--- config.mk ---
export PLATFORM = sky130hd
export DESIGN_NAME = seq_detect_counter
export DESIGN_NICKNAME = d
export VERILOG_FILES = /design/src/rtl/seq_detect_pkg.sv /design/src/rtl/sat_counter.sv /design/src/rtl/seq_detect_counter.sv
export SDC_FILE = /design/constraint.sdc
export NUM_CORES = 1
export LEC_CHECK = 0
export BUFFER_PORTS_ARGS = -buffer_cell sky130_fd_sc_hd__buf_4
export CORE_UTILIZATION = 35
export CTS_BUF_LIST = sky130_fd_sc_hd__clkbuf_2 sky130_fd_sc_hd__clkbuf_4 sky130_fd_sc_hd__clkbuf_8
export CTS_CLUSTER_DIAMETER = 80
export CTS_CLUSTER_SIZE = 40
export DETAILED_ROUTE_END_ITERATION = 8
export PLACE_DENSITY = 0.59
export SYNTH_ARGS = -nofsm -noshare
export SYNTH_HDL_FRONTEND = slang
export SYNTH_SLANG_ARGS = --single-unit
--- constraint.sdc ---
create_clock -name clk -period 3.2 [get_ports clk]
set_input_delay 0.64 -clock clk [delete_from_list [all_inputs] [get_ports clk]]
set_output_delay 0.64 -clock clk [all_outputs]
set_load 0.02 [all_outputs]
--- src/rtl/seq_detect_pkg.sv ---
//------------------------------------------------------------------------------
// Module  : seq_detect_pkg
// Brief   : Shared state encoding and mode constants for the serial detector.
// Rev     : 1.0  initial release
//------------------------------------------------------------------------------
`default_nettype none

package seq_detect_pkg;

    typedef enum logic [1:0] {
        EMPTY   = 2'b00,
        FILLING = 2'b01,
        ARMED   = 2'b10
    } state_t;

    localparam logic OVL_ON  = 1'b1;
    localparam logic OVL_OFF = 1'b0;

endpackage

`default_nettype wire

--- src/rtl/sat_counter.sv ---
//------------------------------------------------------------------------------
// Module  : sat_counter
// Brief   : Saturating event counter with sticky saturation flag.
// Rev     : 1.0  initial release
//------------------------------------------------------------------------------
`default_nettype none

module sat_counter #(
    parameter int CNT_W = 10
) (
    input  logic             clk,
    input  logic             rst,
    input  logic             inc,
    input  logic             clr,
    output logic [CNT_W-1:0] count,
    output logic             sat
);

    localparam logic [CNT_W-1:0] CNT_MAX = '1;

    always_ff @(posedge clk or negedge rst) begin
        if (!rst) begin
            count <= '0;
            sat   <= 1'b0;
        end else if (clr) begin
            count <= '0;
            sat   <= 1'b0;
        end else if (inc && (count != CNT_MAX)) begin
            count <= count + 1'b1;
            // sat rises on the very edge the counter lands on all-ones
            if (count == (CNT_MAX - 1'b1)) begin
                sat <= 1'b1;
            end
        end
    end

endmodule

`default_nettype wire

--- src/rtl/seq_detect_counter.sv ---
//------------------------------------------------------------------------------
// Module  : seq_detect_counter
// Brief   : Run-time loadable serial pattern detector with saturating count.
// Rev     : 1.0  initial release
//------------------------------------------------------------------------------
`default_nettype none

module seq_detect_counter #(
    parameter int PAT_W = 4,
    parameter int CNT_W = 10
) (
    input  logic             clk,
    input  logic             rst,
    input  logic             x,
    input  logic             x_valid,
    input  logic             cfg_load,
    input  logic [PAT_W-1:0] cfg_pattern,
    input  logic             cfg_overlap,
    input  logic             clr,
    output logic             y,
    output logic [CNT_W-1:0] users_count,
    output logic             sat
);

    import seq_detect_pkg::*;

    localparam int                FILL_W    = $clog2(PAT_W + 1);
    localparam logic [FILL_W-1:0] FILL_FULL = FILL_W'(PAT_W);
    localparam logic [FILL_W-1:0] FILL_LAST = FILL_W'(PAT_W - 1);

    logic [PAT_W-1:0]  pattern_q;
    logic              overlap_q;
    logic [PAT_W-1:0]  hist_q;
    logic [PAT_W-1:0]  hist_d;
    logic [FILL_W-1:0] fill_q;
    logic [FILL_W-1:0] fill_d;
    state_t            state_q;
    state_t            state_d;
    logic              y_q;

    logic              accept;
    logic              can_match;
    logic              match;
    logic [PAT_W-1:0]  shifted;

    // clr and cfg_load both swallow the bit presented in their cycle
    assign accept    = x_valid && !clr && !cfg_load;
    assign shifted   = {hist_q[PAT_W-2:0], x};
    assign can_match = (state_q == ARMED) ||
                       ((state_q == FILLING) && (fill_q == FILL_LAST));
    assign match     = accept && can_match && (shifted == pattern_q);

    always_ff @(posedge clk or negedge rst) begin
        if (!rst) begin
            state_q   <= EMPTY;
            fill_q    <= '0;
            hist_q    <= '0;
            y_q       <= 1'b0;
            pattern_q <= '0;
            overlap_q <= OVL_ON;
        end else begin
            state_q <= state_d;
            fill_q  <= fill_d;
            hist_q  <= hist_d;
            y_q     <= match;
            if (cfg_load && !clr) begin
                pattern_q <= cfg_pattern;
                overlap_q <= cfg_overlap;
            end
        end
    end

    always_comb begin
        state_d = state_q;
        fill_d  = fill_q;
        hist_d  = hist_q;
        if (clr || cfg_load) begin
            state_d = EMPTY;
            fill_d  = '0;
            hist_d  = '0;
        end else if (x_valid) begin
            hist_d = shifted;
            if (match && (overlap_q == OVL_OFF)) begin
                state_d = EMPTY;
                fill_d  = '0;
            end else begin
                fill_d  = (fill_q == FILL_FULL) ? FILL_FULL : fill_q + 1'b1;
                state_d = (fill_d == FILL_FULL) ? ARMED : FILLING;
            end
        end
    end

    assign y = y_q;

    sat_counter #(
        .CNT_W (CNT_W)
    ) u_sat_counter (
        .clk   (clk),
        .rst   (rst),
        .inc   (match),
        .clr   (clr),
        .count (users_count),
        .sat   (sat)
    );

endmodule

`default_nettype wire

==> flow_summary_export.csv <==
group,metric,value,unit
synthesis,synth.top_cell.area_share,0.438,
grt,grt_max_degree,26,
routing,top_layer_used,"met4",
power,power.density,359,mW/mm²
die,core-area,0.00372,mm²
synthesis,ys_ff_latch,25,
synthesis,synthArstFlopShare,1.00,
worst_setup_path,cp_cell_sequence,"buf_4 > or3b_4 > or4_4 > nor4_1 > mux2_2",
power,p_leak,0.000702,µW
routing,dr_total_vias,1098,
worst_setup_path,path_class,"in2reg",
clock_tree,cts_setup_buffers,0,
worst_setup_path,cp.required,3.36,ns
synthesis,synth_edf_count,0,
sta,period_share,0.722,
die,die_h,64.6,µm
worst_setup_path,r2r_start,"fill_q[1]$_DFFE_PN0P_",
worst_setup_path,cp_max_fo,19,
synthesis,synth_top_cell_by_area,"dfrtp_1",
worst_setup_path,end_kind,"register",
placement,dp_hpwl,2190,µm
placement,port_buffers,22,
routing,drc,0,
sta,min_period,2.31,ns
sta,holdWs,0.252,ns
run_status,status,"completed",
synthesis,synth_cell_types,39,
clock_tree,cts_hold_buf,0,
sta,hold_viol,0,
clock_tree,clockBufferDepth,2,
worst_setup_path,startpoint,"clr",
grt,grt_pass1_wl,4960,µm
sta,totalNegativeSetupSlack,0,ns
routing,routed_wl,2890,µm
die,dieArea,0.00417,mm²
sta,fmax,433,MHz
routing,routed_via_density,5.46,
run,cap_violations,0,
die,io_pins,23,
synthesis,syn_area,0.00137,mm²
clock_tree,clk_latency,0.27,ns
worst_setup_path,slowest_delay,0.53,ns
sta,skew,0.00553,ns
clock_tree,cts_root_buf,"clkbuf_8",
sta,setup_violations,0,
routing,post_drt_wl_per_cell,14.4,µm
synthesis,avgSynthCellArea,10.5,µm²
cells_and_area,areaGrowthSynthToFinish,18.2,%
worst_setup_path,reg2reg_setup_slack,0.89,ns
die,die_x,64.6,µm
min_path,holdCritPathClass,"in2async",
power,peakVddDrop,168,µV
cells_and_area,fillCellCount,370,
sta,rsz0062_at_grt,"false",
clock_tree,cts.sinks,25,
grt,grt-ovfl-total,0,
die,start_util,0.369,
cells_and_area,fin_nets,170,
clock_tree,cts_tree,"built",
clock_tree,htree_levels,1,
routing,wl_met3,126,µm
worst_setup_path,crit_buf_inv,1,
synthesis,synth.most_common_cell,"dfrtp_1",
routing,drtIter0Drc,47,
clock_tree,clk_pin_slew,0.09,ns
worst_setup_path,cp_data_arrival_time,2.47,ns
routing,final_antenna_net_count,0,
synthesis,synth_area_leaders,"dfrtp_1, mux2_2, ha_1, nor4_1, a22o_1",
synthesis,synth-main-ff-cell,"dfrtp_1",
die,row_count,22,
sta,maxSlewHeadroom,0.427,
worst_setup_path,start_kind,"input pin",
synthesis,ys_top_cells_by_count,"dfrtp_1, mux2_2, inv_1, nor2_1, nor3_1",
sta,drv_slew,0,
clock_tree,cts_resized,0,
grt,antenna_found_initial,0,
worst_setup_path,crit_path_top_delay_cell,"or4_4",
worst_setup_path,crit_family,"simple AND/OR/NAND/NOR gates",
cells_and_area,drive_above_1_share,0.255,
synthesis,synth_fp_nets,147,
synthesis,ys_seq_area_frac,0.458,
cells_and_area,diodes,0,
synthesis,syn_inst,131,
synthesis,yosysWarnings,0,
routing,wl_met1,1300,µm
routing,drtPass1Iterations,4,
clock_tree,cts_buffers,3,
placement,gp_congestion,0.856,
grt,grt_util_all_layers,0.153,
sta,worst_slew_pin_slew,0.853,ns
routing,dr_wl_met2,1400,µm
grt,grt_pass1_vias,1101,
[where the power goes]
part | internal [µW] | switching, µW | leakage (µW)
registers | 328 | 8.09 | 0.000336
logic | 25.7 | 30.7 | 0.000341
clock network | 87.2 | 101 | 0.0000255
[worst reg2reg max path, cell delays in order (launching register included)]
cell	delay (ns)
dfrtp_1	0.38
ha_1	0.15
ha_1	0.14
a21oi_1	0.11
or4_1	0.66
nor4_1	0.39
mux2_2	0.37
[stage by stage]
stage | utilization | area, µm² | power (µW) | std cells | setup slack [ns]
6_report | 0.436 | 1620 | 582 | 201 | 0.889
5_1_grt | 0.436 | 1620 | 612 | 201 | 0.734
4_1_cts | 0.436 | 1620 | 589 | 201 | 0.881
3_5_place_dp | 0.423 | 1570 | 401 | 197 | 0.592
3_3_place_gp | 0.423 | 1570 | 397 | 197 | 0.662
2_1_floorplan | - | 1370 | 375 | 131 | 0.815
[cells by family (layout without fill, tap and decap cells)]
logic type / count (synthesis) / in the layout / synth area share
compound gates: 19 / 19 / 0.109
xor+xnor: 4 / 4 / 0.0256
fa+ha+maj: 5 / 5 / 0.0457
buf+inv: 12 / 34 / 0.0384
flops: 25 / 25 / 0.458
mux: 12 / 12 / 0.0959
simple gates: 54 / 54 / 0.228
[state kept, by name, summed over array words and instances, names as in the netlist]
signal and cells:
fill_q 3, hist_q 3, overlap_q 1, pattern_q 4, state_q 2, u_sat_counter.count 10
u_sat_counter.sat 1, y 1
[cell type report]
cell class                 instances  area [µm²]  share of cell area
multi-input combinational         94         691               0.427
clock buffer                       3        41.3              0.0255
inverter                           8        30.0              0.0185
timing repair buffer              22         165               0.102
sequential                        25         627               0.387
clock inverter                     1        5.00             0.00309
tap                               48        60.1              0.0371
[worst paths after layout]
check / end / cells past startpoint
setup / recovery: u_sat_counter.count[5]$_DFFE_PN0P_ / 5
hold / removal: u_sat_counter.count[1]$_DFFE_PN0P_ / 1
setup reg to reg: u_sat_counter.count[4]$_DFFE_PN0P_ / 6
hold reg to reg: u_sat_counter.sat$_DFFE_PN0P_ / 2
max in group asynchronous: overlap_q$_DFFE_PN1P_ / 1
min in group clk: u_sat_counter.sat$_DFFE_PN0P_ / 2
[metal layers]
layer,GRT usage,up-vias
li1,-,530
met1,0.199,530
met2,0.249,31
met3,0.0264,7
met4,0.0667,0
met5,0,-
[placed cells by master, fill, tap and decap left out, types with 2 or more instances in the layout]
cell type,instances
a22o_1,4
nor2b_1,4
or3_1,2
a32o_1,2
nor2_1,8
mux2_2,9
dfrtp_1,24
or4_1,3
nand4_1,3
nor3_1,7
clkbuf_8,3
and2_1,2
nand2_1,5
buf_4,22
ha_1,5
nor4_1,6
mux2i_1,3
a21oi_1,4
inv_1,8
nand3_1,4
nand2b_1,3
xor2_1,4
No activity file was read; power rests on OpenSTA's default activity.
